<file path="config.mk">
export PLATFORM = sky130hd
export DESIGN_NAME = approx_add_arbiter_flat
export DESIGN_NICKNAME = d
export VERILOG_FILES = /design/src/rtl/approx_add_arbiter_pkg.sv /design/src/rtl/approx_add_arbiter_if.sv /design/src/rtl/approx_add_arbiter_adder_core.sv /design/src/rtl/approx_add_arbiter.sv /design/src/flat_wrapper.sv
export SDC_FILE = /design/constraint.sdc
export NUM_CORES = 1
export LEC_CHECK = 0
export ABC_CLOCK_PERIOD_IN_PS = 6600
export CAP_MARGIN = 10
export CELL_PAD_IN_SITES_DETAIL_PLACEMENT = 2
export CELL_PAD_IN_SITES_GLOBAL_PLACEMENT = 2
export CORE_ASPECT_RATIO = 0.5
export CORE_MARGIN = 2
export CORE_UTILIZATION = 25
export CTS_BUF_LIST = sky130_fd_sc_hd__clkbuf_2
export CTS_CLUSTER_SIZE = 8
export DETAILED_ROUTE_END_ITERATION = 8
export PLACE_DENSITY = 0.82
export SYNTH_ARGS = -nofsm -noshare
export SYNTH_HDL_FRONTEND = slang
export SYNTH_HIERARCHICAL = 1
export SYNTH_SLANG_ARGS = --single-unit
</file>
<file path="constraint.sdc">
create_clock -name clk -period 6.6 [get_ports clk]
set_input_delay 1.65 -clock clk [delete_from_list [all_inputs] [get_ports clk]]
set_output_delay 1.65 -clock clk [all_outputs]
set_load 0.01 [all_outputs]
</file>
<file path="src/rtl/approx_add_arbiter_pkg.sv">
// ============================================================================
// approx_add_pkg : shared types and helpers for the approximate-adder arbiter
// Revision: 1.0
// ============================================================================
`default_nettype none

package approx_add_pkg;

  localparam int DEF_WIDTH       = 16;
  localparam int DEF_APPROX_BITS = 8;

  typedef enum logic [1:0] {
    IDLE = 2'd0,
    CALC = 2'd1,
    RESP = 2'd2
  } state_e;

  // Index width that stays legal for a single requester
  function automatic int idx_w(input int n);
    return (n > 1) ? $clog2(n) : 1;
  endfunction

endpackage

`default_nettype wire

</file>
<file path="src/rtl/approx_add_arbiter_if.sv">
// ============================================================================
// approx_add_arbiter_if : request/response bundle for approx_add_arbiter
// Revision: 1.0
// ============================================================================
`default_nettype none

interface approx_add_arbiter_if
  import approx_add_pkg::*;
#(
  parameter int NREQ  = 4,
  parameter int WIDTH = DEF_WIDTH,
  parameter int CNT_W = 16
);

  localparam int ID_W = idx_w(NREQ);

  logic [NREQ-1:0]       req_valid;
  logic [NREQ-1:0]       req_ready;
  logic [NREQ*WIDTH-1:0] req_a;
  logic [NREQ*WIDTH-1:0] req_b;
  logic [NREQ-1:0]       req_exact;
  logic                  rsp_valid;
  logic                  rsp_ready;
  logic [WIDTH:0]        rsp_sum;
  logic [ID_W-1:0]       rsp_id;
  logic [CNT_W-1:0]      cnt_exact;
  logic [CNT_W-1:0]      cnt_approx;

  modport slave (
    input  req_valid, req_a, req_b, req_exact, rsp_ready,
    output req_ready, rsp_valid, rsp_sum, rsp_id, cnt_exact, cnt_approx
  );

  modport master (
    output req_valid, req_a, req_b, req_exact, rsp_ready,
    input  req_ready, rsp_valid, rsp_sum, rsp_id, cnt_exact, cnt_approx
  );

endinterface

`default_nettype wire

</file>
<file path="src/rtl/approx_add_arbiter_adder_core.sv">
// ============================================================================
// adder_core : ripple-carry adder with an optional approximate low segment
// Revision: 1.0
// ============================================================================
`default_nettype none

module adder_core
  import approx_add_pkg::*;
#(
  parameter int WIDTH       = DEF_WIDTH,
  parameter int APPROX_BITS = DEF_APPROX_BITS
) (
  input  logic [WIDTH-1:0] a_i,
  input  logic [WIDTH-1:0] b_i,
  input  logic             exact_i,
  output logic [WIDTH:0]   sum_o
);

  logic carry;

  // Approximate cell: S = X & ~Cin, Cout = 1, operand B ignored
  always_comb begin
    sum_o = '0;
    carry = 1'b0;
    for (int i = 0; i < WIDTH; i++) begin
      if ((i < APPROX_BITS) && !exact_i) begin
        sum_o[i] = a_i[i] & ~carry;
        carry    = 1'b1;
      end else begin
        sum_o[i] = a_i[i] ^ b_i[i] ^ carry;
        carry    = (a_i[i] & b_i[i]) | (a_i[i] & carry) | (b_i[i] & carry);
      end
    end
    sum_o[WIDTH] = carry;
  end

endmodule

`default_nettype wire

</file>
<file path="src/rtl/approx_add_arbiter.sv">
// ============================================================================
// approx_add_arbiter : round-robin sharing of one approximate adder
// Revision: 1.0
// ============================================================================
`default_nettype none

module approx_add_arbiter
  import approx_add_pkg::*;
#(
  parameter int NREQ        = 4,
  parameter int WIDTH       = DEF_WIDTH,
  parameter int APPROX_BITS = DEF_APPROX_BITS,
  parameter int CNT_W       = 16
) (
  input  wire logic           clk,
  input  wire logic           rst_n,
  approx_add_arbiter_if.slave bus
);

  localparam int ID_W = idx_w(NREQ);

  state_e           state_q;
  logic [ID_W-1:0]  rr_ptr_q;
  logic [ID_W-1:0]  rr_ptr_d;
  logic [WIDTH-1:0] a_q;
  logic [WIDTH-1:0] b_q;
  logic             exact_q;
  logic [ID_W-1:0]  id_q;
  logic             rsp_valid_q;
  logic [WIDTH:0]   rsp_sum_q;
  logic [ID_W-1:0]  rsp_id_q;
  logic [CNT_W-1:0] cnt_exact_q;
  logic [CNT_W-1:0] cnt_approx_q;

  logic             grant_found;
  logic [ID_W-1:0]  grant_idx;
  logic [ID_W:0]    scan_idx;
  logic [WIDTH:0]   core_sum;

  // First valid requester at or above rr_ptr, wrapping at NREQ
  always_comb begin
    grant_found = 1'b0;
    grant_idx   = '0;
    scan_idx    = '0;
    for (int k = 0; k < NREQ; k++) begin
      scan_idx = {1'b0, rr_ptr_q} + (ID_W+1)'(k);
      if (scan_idx >= (ID_W+1)'(NREQ)) begin
        scan_idx = scan_idx - (ID_W+1)'(NREQ);
      end
      if (!grant_found && bus.req_valid[scan_idx[ID_W-1:0]]) begin
        grant_found = 1'b1;
        grant_idx   = scan_idx[ID_W-1:0];
      end
    end
  end

  always_comb begin
    rr_ptr_d = (grant_idx == ID_W'(NREQ-1)) ? '0 : grant_idx + 1'b1;
  end

  always_comb begin
    bus.req_ready = '0;
    if (rst_n && (state_q == IDLE) && grant_found) begin
      bus.req_ready[grant_idx] = 1'b1;
    end
  end

  adder_core #(
    .WIDTH       (WIDTH),
    .APPROX_BITS (APPROX_BITS)
  ) u_adder_core (
    .a_i     (a_q),
    .b_i     (b_q),
    .exact_i (exact_q),
    .sum_o   (core_sum)
  );

  always_ff @(posedge clk or negedge rst_n) begin
    if (!rst_n) begin
      state_q      <= IDLE;
      rr_ptr_q     <= '0;
      a_q          <= '0;
      b_q          <= '0;
      exact_q      <= 1'b0;
      id_q         <= '0;
      rsp_valid_q  <= 1'b0;
      rsp_sum_q    <= '0;
      rsp_id_q     <= '0;
      cnt_exact_q  <= '0;
      cnt_approx_q <= '0;
    end else begin
      case (state_q)
        IDLE: begin
          if (grant_found) begin
            a_q      <= bus.req_a[grant_idx*WIDTH +: WIDTH];
            b_q      <= bus.req_b[grant_idx*WIDTH +: WIDTH];
            exact_q  <= bus.req_exact[grant_idx];
            id_q     <= grant_idx;
            rr_ptr_q <= rr_ptr_d;
            state_q  <= CALC;
          end
        end
        CALC: begin
          rsp_sum_q   <= core_sum;
          rsp_id_q    <= id_q;
          rsp_valid_q <= 1'b1;
          if (exact_q) begin
            if (cnt_exact_q != {CNT_W{1'b1}}) cnt_exact_q <= cnt_exact_q + 1'b1;
          end else begin
            if (cnt_approx_q != {CNT_W{1'b1}}) cnt_approx_q <= cnt_approx_q + 1'b1;
          end
          state_q <= RESP;
        end
        RESP: begin
          if (bus.rsp_ready) begin
            rsp_valid_q <= 1'b0;
            state_q     <= IDLE;
          end
        end
        default: state_q <= IDLE;
      endcase
    end
  end

  assign bus.rsp_valid  = rsp_valid_q;
  assign bus.rsp_sum    = rsp_sum_q;
  assign bus.rsp_id     = rsp_id_q;
  assign bus.cnt_exact  = cnt_exact_q;
  assign bus.cnt_approx = cnt_approx_q;

endmodule

`default_nettype wire

</file>
<file path="src/flat_wrapper.sv">
// flat-port wrapper written by rule: the top's interface ports become plain ports
module approx_add_arbiter_flat import approx_add_pkg::*;
#(
  parameter int NREQ        = 4,
  parameter int WIDTH       = DEF_WIDTH,
  parameter int APPROX_BITS = DEF_APPROX_BITS,
  parameter int CNT_W       = 16
)
  (clk, rst_n, bus_req_valid, bus_req_a, bus_req_b, bus_req_exact, bus_rsp_ready, bus_req_ready, bus_rsp_valid, bus_rsp_sum, bus_rsp_id, bus_cnt_exact, bus_cnt_approx);
  approx_add_arbiter_if #(.NREQ(NREQ), .WIDTH(WIDTH), .CNT_W(CNT_W)) bus_i ();
  input  wire logic clk;
  input  wire logic rst_n;
  input wire logic [$bits(bus_i.req_valid)-1:0] bus_req_valid;
  input wire logic [$bits(bus_i.req_a)-1:0] bus_req_a;
  input wire logic [$bits(bus_i.req_b)-1:0] bus_req_b;
  input wire logic [$bits(bus_i.req_exact)-1:0] bus_req_exact;
  input wire logic [$bits(bus_i.rsp_ready)-1:0] bus_rsp_ready;
  output wire logic [$bits(bus_i.req_ready)-1:0] bus_req_ready;
  output wire logic [$bits(bus_i.rsp_valid)-1:0] bus_rsp_valid;
  output wire logic [$bits(bus_i.rsp_sum)-1:0] bus_rsp_sum;
  output wire logic [$bits(bus_i.rsp_id)-1:0] bus_rsp_id;
  output wire logic [$bits(bus_i.cnt_exact)-1:0] bus_cnt_exact;
  output wire logic [$bits(bus_i.cnt_approx)-1:0] bus_cnt_approx;
  assign bus_i.req_valid = bus_req_valid;
  assign bus_i.req_a = bus_req_a;
  assign bus_i.req_b = bus_req_b;
  assign bus_i.req_exact = bus_req_exact;
  assign bus_i.rsp_ready = bus_rsp_ready;
  assign bus_req_ready = bus_i.req_ready;
  assign bus_rsp_valid = bus_i.rsp_valid;
  assign bus_rsp_sum = bus_i.rsp_sum;
  assign bus_rsp_id = bus_i.rsp_id;
  assign bus_cnt_exact = bus_i.cnt_exact;
  assign bus_cnt_approx = bus_i.cnt_approx;
  approx_add_arbiter #(.NREQ(NREQ), .WIDTH(WIDTH), .APPROX_BITS(APPROX_BITS), .CNT_W(CNT_W)) u_core (.clk(clk), .rst_n(rst_n), .bus(bus_i));
endmodule
</file>
==> impl_metrics.yaml <==
outcome:
  status: "completed"
placement:
  gp_congestion: 0.787
  place_area_um2: 7450
  portBuffers: 194
  place_ws_ps: 101
  dp_hpwl_um: 14800
pwr:
  peakVddDrop_v: 0.000130
  leakage_uw: 0.00325
  p_per_area_nw_per_um2: 394
clock_tree:
  cts_root_buf: "clkbuf_2"
  clockBufferDepth: 2
  cts_sinks: 91
  path_clk_slew_ps: 280
  insertion_delay_ps: 570
  htree_levels: 3
  numCtsBuffers: 9
  cts_tree: "done"
  holdBufCountCts: 0
die:
  die_h_um: 107
  start_util: 0.258
  core_um2: 20700
  rows: 37
  die_area_um2: 22600
  io_pins: 195
  die_w_um: 211
finish:
  syn2layout_area_growth_pct: 42.7
  fin_nets: 846
  fillCellCount: 2229
  fin_area_um2: 7620
  drive_above_1_share: 0.140
synth:
  yosysTopAreaCell: "dfrtp_1"
  synthFlopType: "dfrtp_1"
  ys_seq_area_frac: 0.426
  synth_edf_count: 0
  syn-instance-count: 506
  syn_avg_cell_area_um2: 10.6
  yosysUniqueCellTypes: 54
  ys_warn_count: 6
  netlist_top_cells_area: "dfrtp_1 43%, a221oi_2 8.1%, mux2i_1 6.4%, fa_1 5.6%, nand2_1 5.4%"
  synth_fp_nets: 664
  syn_area_um2: 5340
  yosysTopAreaCellShare: 0.426
  async_flop_share: 1.00
  ys_ff_latch: 91
setup_path:
  cp_common_cell: "fa_2"
  critPathLaunch: "u_core/a_q[0]$_DFFE_PN0P_"
  required_ps: 7100
  worstPathArrival_ps: 6980
  max_stage_delay_ps: 470
  cp-start-kind: "flip-flop"
  cpMaxStageDelayCell: "dfrtp_1"
  reg2reg_setup_slack_ps: 120
  r2r_start: "u_core/a_q[0]$_DFFE_PN0P_"
  end_kind: "flip-flop"
  worst-setup-path-type: "reg2reg"
  cp_max_fo: 3
min_path:
  hold_path.class: "reg2reg"
  hold_start: "u_core/bus.cnt_exact[6]$_DFFE_PN0P_"
detailed_routing:
  first_iter_violations: 163
  postRouteAntennaNets: 0
  first_pass_iters: 4
  wl_per_cell_um: 20.3
  via_per_inst: 4.75
  drc: 0
  vias: 4597
  routed_wl_um: 19700
sta:
  tightest_slew_ps: 918
  post-route-period-util: 0.981
  fmax_ghz: 0.154
  hold_viol: 0
  setup_tns_ps: 0
  drv_slew: 0
  finalHoldWorstSlack_ps: 516
  relSlewSlack: 0.388
  fin_crit_ps: 6480
  finalWorstSetupSlack_ps: 123
  rsz0062_at_grt: "yes"
  finalClockSkew_ps: 39.0
  finalSetupViolCount: 0
global_routing:
  grt_pass1_vias: 5271
  grt_max_degree: 53
  grt_overflow_total: 0
  grt_pass1_wl_um: 30200
  antenna_found_initial: 2
  grt_usage: 0.175
job:
  drv_cap: 0
==> flip-flops by register name, indices dropped and copies added, names as in the netlist <==
register / flops
u_core/a_q: 16
u_core/b_q: 16
u_core/bus.cnt_approx: 16
u_core/bus.cnt_exact: 16
u_core/bus.rsp_id: 2
u_core/bus.rsp_sum: 17
u_core/bus.rsp_valid: 1
u_core/exact_q: 1
u_core/id_q: 2
u_core/rr_ptr_q: 2
u_core/state_q: 2
==> kinds of logic after synthesis <==
group / Yosys count / synth area share
compound gates: 88 / 0.156
xor+xnor: 27 / 0.0443
buf+inv: 58 / 0.0649
simple gates: 185 / 0.170
mux: 38 / 0.0728
flops: 91 / 0.426
fa+ha+maj: 19 / 0.0656
==> report_power, final <==
part           switching (µW)  internal (µW)
Clock                     215           91.7
Sequential                214            770
Combinational             943            768
==> path summary, 6_finish.rpt <==
path | to | cells past startpoint
max in group asynchronous | u_core/a_q[12]$_DFFE_PN0P_ | 2
max | u_core/bus.rsp_sum[15]$_DFFE_PN0P_ | 28
min in group asynchronous | u_core/bus.rsp_sum[0]$_DFFE_PN0P_ | 1
max reg2reg | u_core/bus.rsp_sum[15]$_DFFE_PN0P_ | 28
min | u_core/bus.cnt_exact[6]$_DFFE_PN0P_ | 1
min reg2reg | u_core/bus.cnt_exact[6]$_DFFE_PN0P_ | 1
==> Yosys cell counts (all sizes together), types with 3 or more instances <==
master / number
clkbuf: 7
a221oi: 33
mux2: 4
xnor2: 17
nand2b: 6
fa: 15
ha: 4
and2: 6
nor2: 43
xor2: 10
dfrtp: 91
and3: 7
mux2i: 34
nor2b: 5
inv: 27
nand4: 13
nor3: 5
o22ai: 33
nand2: 78
and2b: 4
or3: 3
buf: 24
a21oi: 10
o21ai: 4
nand3: 9
==> layout by cell type (no fill, tap or decap), types with 10 or more instances in the layout <==
| cell | instances |
|---|---|
| a221oi_2 | 29 |
| clkdlybuf4s50_1 | 193 |
| dfrtp_1 | 91 |
| fa_2 | 14 |
| inv_1 | 25 |
| mux2i_1 | 34 |
| nand2_1 | 76 |
| nand4_1 | 11 |
| nor2_1 | 43 |
| o22ai_1 | 33 |
| xnor2_1 | 17 |
| xor2_1 | 10 |
==> per-stage QoR <==
stage | std cells | total power (µW) | util
detailed placement | 950 | 2630 | 0.359
global placement | 950 | 2520 | 0.359
global route | 967 | 3250 | 0.368
CTS | 966 | 2950 | 0.365
floorplan | 506 | 1990 | -
finish | 967 | 3000 | 0.368
==> critical path, delay by kind of cell, from the launching register on <==
family	cells	cell delay [ps]
adders and majority gates	16	4560
buffers and inverters	2	130
DFF	1	470
and+or+nand+nor	10	1250
==> layer usage <==
layer / track usage / up-vias / routed length [µm]
met2: 0.325 / 93 / 10500
met1: 0.214 / 2352 / 8300
li1: - / 2140 / -
met4: 0.0342 / 0 / 191
met5: 0 / - / 0
met3: 0.0300 / 12 / 696
==> what timing repair did <==
action                                  CTS  global route
setup buffers                             0             0
gates resized for setup                   0            23
endpoints found under the setup margin    0             2
==> area by class of cell <==
| class | instances | area, µm² | share of cell area |
|---|---|---|---|
| diodes | 1 | 2.50 | 0.000328 |
| clock buffers | 9 | 45.0 | 0.00591 |
| clock inverters | 7 | 75.1 | 0.00985 |
| inverters | 27 | 101 | 0.0133 |
| multi-input cells | 357 | 2780 | 0.365 |
| flip-flops and latches | 91 | 2280 | 0.299 |
| well taps | 273 | 342 | 0.0448 |
| repair buffers | 202 | 2000 | 0.262 |
Power figures use the tool's default switching activity.
